### src/rtl/dadd_step_seq.sv
// Span sequencer for the four-lane saturating adder array: loads lane accumulators,
// hands each pixel value downstream, then steps by fraction and integer increments.
module dadd_step_seq #(
    parameter int CNT_W   = 16,
    parameter bit FRAC_EN = 1'b1
) (
    input  logic             sys_clk,
    input  logic             reset_n,
    input  logic             start,
    input  logic [CNT_W-1:0] len,
    input  logic [1:0]       int_mode,
    input  logic             frac_en,
    input  logic             abort,
    input  logic             out_ready,
    output logic             busy,
    output logic             done,
    output logic             aborted,
    output logic [2:0]       daddmode,
    output logic             carry_en,
    output logic             addb_zero,
    output logic             frac_we,
    output logic             int_we,
    output logic             out_valid,
    output logic [CNT_W-1:0] remaining
);

    typedef enum logic [2:0] {
        S_IDLE,
        S_LOAD,
        S_EMIT,
        S_FRAC,
        S_INT,
        S_DONE
    } state_t;

    state_t           state_reg;
    state_t           state_next;
    logic [CNT_W-1:0] remaining_next;
    logic [1:0]       int_mode_reg;
    logic             frac_on_reg;
    logic             load_cfg;
    logic             abort_hit;

    function automatic logic [2:0] int_daddmode(input logic [1:0] mode);
        case (mode)
            2'd0:    return 3'b101;
            2'd1:    return 3'b110;
            2'd2:    return 3'b111;
            default: return 3'b000;
        endcase
    endfunction

    always_comb begin
        state_next     = state_reg;
        remaining_next = remaining;
        load_cfg       = 1'b0;
        abort_hit      = abort && (state_reg != S_IDLE);
        case (state_reg)
            S_IDLE: begin
                if (start) begin
                    if (len != '0) begin
                        state_next     = S_LOAD;
                        remaining_next = len;
                        load_cfg       = 1'b1;
                    end else begin
                        state_next = S_DONE;
                    end
                end
            end
            S_LOAD: state_next = S_EMIT;
            S_EMIT: begin
                if (out_ready) begin
                    if (remaining != '0)
                        remaining_next = remaining - 1'b1;
                    if (remaining == CNT_W'(1))
                        state_next = S_DONE;
                    else
                        state_next = frac_on_reg ? S_FRAC : S_INT;
                end
            end
            S_FRAC: state_next = S_INT;
            S_INT:  state_next = S_EMIT;
            S_DONE: state_next = S_IDLE;
            default: state_next = S_IDLE;
        endcase
        // Cancellation overrides everything, including a same-cycle handshake.
        if (abort_hit) begin
            state_next     = S_IDLE;
            remaining_next = '0;
        end
    end

    // Outputs are decoded from the next state so they line up with the state they describe.
    always_ff @(posedge sys_clk or negedge reset_n) begin
        if (!reset_n) begin
            state_reg    <= S_IDLE;
            remaining    <= '0;
            int_mode_reg <= 2'd0;
            frac_on_reg  <= 1'b0;
            busy         <= 1'b0;
            done         <= 1'b0;
            aborted      <= 1'b0;
            daddmode     <= 3'b000;
            carry_en     <= 1'b0;
            addb_zero    <= 1'b0;
            frac_we      <= 1'b0;
            int_we       <= 1'b0;
            out_valid    <= 1'b0;
        end else begin
            state_reg <= state_next;
            remaining <= remaining_next;
            if (load_cfg) begin
                int_mode_reg <= int_mode;
                frac_on_reg  <= frac_en & FRAC_EN;
            end
            busy      <= (state_next != S_IDLE);
            done      <= (state_next == S_DONE);
            aborted   <= abort_hit;
            addb_zero <= (state_next == S_LOAD);
            frac_we   <= (state_next == S_LOAD) || (state_next == S_FRAC);
            int_we    <= (state_next == S_LOAD) || (state_next == S_INT);
            carry_en  <= (state_next == S_FRAC);
            out_valid <= (state_next == S_EMIT);
            daddmode  <= (state_next == S_INT) ? int_daddmode(int_mode_reg) : 3'b000;
        end
    end

endmodule

### config.mk
export PLATFORM = sky130hd
export DESIGN_NAME = dadd_step_seq
export DESIGN_NICKNAME = d
export VERILOG_FILES = /design/src/rtl/dadd_step_seq.sv
export SDC_FILE = /design/constraint.sdc
export NUM_CORES = 1
export LEC_CHECK = 0
export CORE_MARGIN = 5
export CORE_UTILIZATION = 36
export CTS_CLUSTER_DIAMETER = 100
export DETAILED_ROUTE_END_ITERATION = 12
export HOLD_SLACK_MARGIN = 0.03
export PLACE_DENSITY = 0.6
export SYNTH_ARGS = -nofsm -noshare
export SYNTH_HDL_FRONTEND = slang
export SYNTH_SLANG_ARGS = --single-unit
### constraint.sdc
create_clock -name sys_clk -period 3.29 [get_ports sys_clk]
set_clock_uncertainty 0.2 [all_clocks]
set_input_delay 0.4935 -clock sys_clk [delete_from_list [all_inputs] [get_ports sys_clk]]
set_output_delay 0.4935 -clock sys_clk [all_outputs]
set_load 0.03 [all_outputs]
# Yosys cells after proc, flatten, opt, wreduce, memory -nomap -nowiden
# Cells that the tools add are included.
totals:
  regBits: 33
  input_bits: 24
  output_inout_bits: 27
op_classes:
  add_sub_neg: 1
  n_eq_ne: 16
  n_mux: 18
  n_reduce_logical: 12
op_table:
  columns: ["cell", "count"]
  rows:
  - ["16-bit 2-to-1 mux", 5]
  - ["16-bit case mux with 2 select lines", 1]
  - ["16-bit nonzero test", 2]
  - ["3-bit 2-to-1 mux", 7]
  - ["16-bit by 1-bit equality test with 1-bit output, second input constant", 1]
  - ["16-bit by 1-bit subtractor with 16-bit output, second input constant", 1]
  - ["3-bit by 2-bit equality test with 1-bit output, second input constant", 4]
  - ["3-bit != test, second input constant", 4]
  - ["3-bit case mux with 4 select lines", 1]
  - ["3-bit equality test, second input constant", 3]
  - ["3-bit case mux with 3 select lines", 1]
  - ["3-bit nonzero test", 3]
  - ["3-bit by 1-bit equality test with 1-bit output, second input constant", 2]
  - ["5-bit AND reduction", 1]
  - ["3-bit logical NOT", 1]
  - ["1-bit 2-to-1 mux", 3]
  - ["2-bit by 1-bit equality test with 1-bit output, second input constant", 1]
  - ["2-bit equality test, second input constant", 1]
  - ["2-bit logical NOT", 1]
  - ["1-bit logical OR", 2]
  - ["2-bit OR reduction", 1]
  - ["1-bit logical AND", 1]

# Longest topological paths before layout
logic_depth:
  word_depth: 7
  mapped_depth: 9
  mapped_depth_nobuf: 7

# Worst setup path after synthesis
# No wires, ideal clock.
synth_timing:
  path_kind: "reg2reg"
  startpoint: "reg remaining[2]"
  endpoint: "reg remaining[7]"
  arrival_time_ns: 1.906
  t_required_ns: 2.964
  slack_ns: 1.058
  stages_incl_launch_ff: 8
  path_buffers: 2
  synth_period_minus_slack_ns: 2.232
  cell_sequence: "dfrtp_1 buf_6 nor4_4 nand4_1 a22oi_2 buf_6 nor2_2 a221o_1"
synth_between:
  elab_chain_cells: 5
  elab_cells_between_ends: 8
synth_lines:
  columns: ["item", "line_no", "source"]
  rows:
  - ["start, declared", "24", "output logic [CNT_W-1:0] remaining"]
  - ["start signal, assigned", "111", "remaining <= remaining_next;"]
  - ["16-bit by 1-bit subtractor with 16-bit output", "74", "remaining_next = remaining - 1'b1;"]
  - ["16-bit 2-to-1 mux", "73", "if (remaining != '0)"]
  - ["16-bit 2-to-1 mux", "72", "if (out_ready) begin"]
  - ["16-bit case mux with 2 select lines", "58", "case (state_reg)"]
  - ["16-bit 2-to-1 mux", "87", "if (abort_hit) begin"]
# Several ways; a longest one is shown, not always the timed one. The select of a mux whose other input is x is not followed.
# A chain may end at the register's enable or synchronous reset.

# Worst setup path after layout
layout_timing:
  startpoint: "in len[3]"
  endpoint: "reg remaining[7]"
layout_between:
  elab_chain_cells: 3
layout_lines:
  columns: ["item", "line_no", "source"]
  rows:
  - ["start, declared", "10", "input logic [CNT_W-1:0] len,"]
  - ["16-bit nonzero test", "61", "if (len != '0) begin"]
  - ["3-bit != test (no source line)", null, null]
  - ["5-bit AND reduction (no source line)", null, null]
# No other way between the ends.

==> summary.txt <==
Setup path
  – R2r setup slk: 830 ps
  – Crit path max-delay cell type: clkdlybuf4s50_1
  – Crit path largest cell delay: 450 ps
  – Critical path class: in2reg
  – Startpoint Class: primary input
  – Capturing point of the worst reg2reg path: remaining[6]
  – R2R depth: 4
  – Critical Path Source: len[3]
  – Worst Path Required: 3250 ps
  – Worst-path fanout max: 6
  – Crit end category: flip-flop
  – Critical Path AT: 2590 ps
  – Cells along the critical path: clkdlybuf4s50_1, nor4_1, nand4_1, a22oi_2, buf_4, nor2_2, a221o_1
  – Launch point of the worst reg-to-reg path: state_reg[0]
  – Setup crit end: remaining[7]

Synthesis
  – Syn Nets: 248
  – Avg Inst Size Synth: 9.24 µm²
  – Post-synth EDFFs: 0
  – Post-synthesis sequential area ratio: 41.0%
  – Yosys reg bits: 33
  – Main synth FF type: dfrtp_1
  – Ys async rst share: 100%
  – Mapped Area: 0.00201 mm²
  – Synth warn: 0
  – Unique cell type count in the Yosys netlist: 54
  – Syn Inst Count: 218

Clock network
  – Post-cts hold buffer count: 0
  – TritonCTS buffer count: 5
  – Clock slew at reported path FFs: 70 ps
  – Root Driver: clkbuf_8
  – Post-CTS setup buffers: 0
  – Worst-Skew Late Latency: 280 ps
  – Longest Clk Path Bufs: 2
  – CTS resizes: 0
  – CTS HTree Levels: 2
  – Clk sinks: 33
  – CTS tree: yes

Status
  – Outcome: finished, final reports clean

Pwr
  – Power Density: 962 mW/mm²
  – Leakage power: 1.13 nW
  – Worst VDD drop: 0.406 mV

Die
  – Core Area: 0.00547 mm²
  – Die W: 84.8 µm
  – Die boundary height: 84.8 µm
  – Core Rows: 27
  – Die area: 0.00719 mm²
  – # IOs: 51
  – Starting Density: 36.8%

Finish
  – Finished layout cell area: 0.00267 mm²
  – Area Overhead vs Synth: 32.7%
  – Final core utilization: 48.8%
  – Most frequent cells in the layout: 50 x clkdlybuf4s50_1, 33 x dfrtp_1, 20 x nor2_1
  – Post-layout nets: 301
  – Fillers: 535
  – Multi-input logic area: 0.00106 mm²
  – Share of post-route cells with drive strength above 1: 9.56%
  – Antenna Diode Count: 0
  – Largest register FFs: 16
  – Most common cell after layout, fill and taps aside: clkdlybuf4s50_1
  – Register area: 826 µm²
  – Final cell count without fillers: 344

Timing
  – Tcrit/Tclk final: 80.1%
  – Final min period: 2630 ps
  – Worst Hold Slack: 351 ps
  – Worst slew pin tran: 597 ps
  – FMAX: 380 MHz
  – Final setup fails: 0
  – Slew Viols, Final: 0
  – TNS Setup: 0 ps
  – Slew margin rel.: 60.0%
  – Final hold viol count: 0
  – Unrepaired setup endpoints after global routing: false

Drt
  – Routed Antenna Nets: 0
  – DRT Wirelength: 5630 µm
  – Vias: 1,909
  – DRC: 0
  – Drt pass-1 iters: 4
  – Routed length per instance: 16.4 µm
  – Vias/cell: 5.55
  – 1st-iter DRT viols: 182

Global routing
  – Number of global-route vias before repair: 1,895
  – Grt total ovfl: 0
  – Gr usage total: 16.3%
  – Global-route wire length before repair: 9520 µm
  – Largest net degree at the start of global routing: 34
  – Antenna violations before repair: 0

Placement
  – Cell total after placement: 336
  – RD Place Congestion: 0.910
  – Port-buffer cells: 50
  – Dpl hpwl: 4230 µm
  – Post-DP Area: 0.00259 mm²

Flow run
  – Max_cap viols: 0

Hold path
  – HP Class: reg2reg
## layer usage
layer	vias to the layer above	share of wire, %	track usage [%]
li1	921	-	-
met1	919	47	23.6
met2	61	46	25.0
met3	8	5.7	2.36
met4	0	1.2	5.32
met5	-	0	0
## metrics by stage
| step | power, mW | worst slack (ps) |
|---|---|---|
| global placement | 2.28 | 408 |
| floorplan | 1.76 | 1060 |
| CTS | 2.58 | 684 |
| detailed placement | 2.28 | 387 |
| global route | 2.76 | 629 |
| finish | 2.57 | 655 |
## cell type report
| type | count | share of cell area (%) |
|---|---|---|
| multi-input cells | 160 | 39.6 |
| repair buffers | 60 | 21.5 |
| clock buffers | 6 | 2.72 |
| flip-flops and latches | 33 | 30.9 |
| well taps | 72 | 3.37 |
| clock inverters | 2 | 0.375 |
| inverters | 11 | 1.54 |
## worst min path at each step
stage             startpoint             to  slack [ps]  cells past startpoint
6_report       remaining[12]  remaining[12]         350                      1
3_3_place_gp   remaining[12]  remaining[12]         330                      1
3_5_place_dp   remaining[12]  remaining[12]         340                      1
4_1_cts        remaining[12]  remaining[12]         360                      1
5_1_grt        remaining[12]  remaining[12]         390                      1
2_1_floorplan        reset_n        aborted          -2                      0
## cell usage after synthesis (2+ instances only)
library cell  number  area share (%)
a211o_1            4             1.7
a211oi_1           4             1.5
a21oi_1           11             2.7
a221o_1            4             2.0
a22oi_1            3             1.1
a31oi_1            2            0.62
a32o_1             2            0.99
and2_1             2            0.62
and3_1             4             1.2
buf_2              6             1.5
buf_6              4             2.2
clkbuf_1           4            0.75
dfrtp_1           33              41
ha_1               6             3.7
inv_1             10             1.9
nand2_1           18             3.4
nand2b_1           3            0.93
nand3_1            9             2.2
nand3b_1           3             1.1
nand4_1            4             1.2
nor2_1            20             3.7
nor3_1            10             2.5
nor3b_1            2            0.75
nor4_1             5             1.6
nor4b_1            2            0.87
o211ai_1           2            0.75
o21ai_0            7             1.7
o22ai_1            2            0.62
o2bb2ai_1          2            0.87
o311a_1            2            0.99
o31ai_1            3             1.1
o32ai_1            2            0.87
o41ai_1            2            0.87
## logic make-up after synthesis
family                   Yosys count  share of synthesized area, %
AO/OA/AOI/OAI                     59                          21.7
XOR/XNOR                           1                         0.435
flip-flops                        33                          41.0
adder cells (fa/ha/maj)            6                          3.73
AND/OR/NAND/NOR                   93                          26.0
multiplexers                       1                         0.559
buffers and inverters             25                          6.52
## where the power goes
group / leakage [nW] / switching (mW) / total, mW / internal (mW)
combinational: 0.659 / 0.866 / 1.51 / 0.640
sequential: 0.428 / 0.210 / 0.769 / 0.559
clock: 0.0450 / 0.149 / 0.296 / 0.147
## worst max-delay path: cells and delay by family
| kind | cells | cell delay, ps |
|---|---|---|
| compound gates | 2 | 700 |
| simple gates | 3 | 740 |
| buf+inv | 2 | 650 |
No activity file was read; power rests on OpenSTA's default activity.
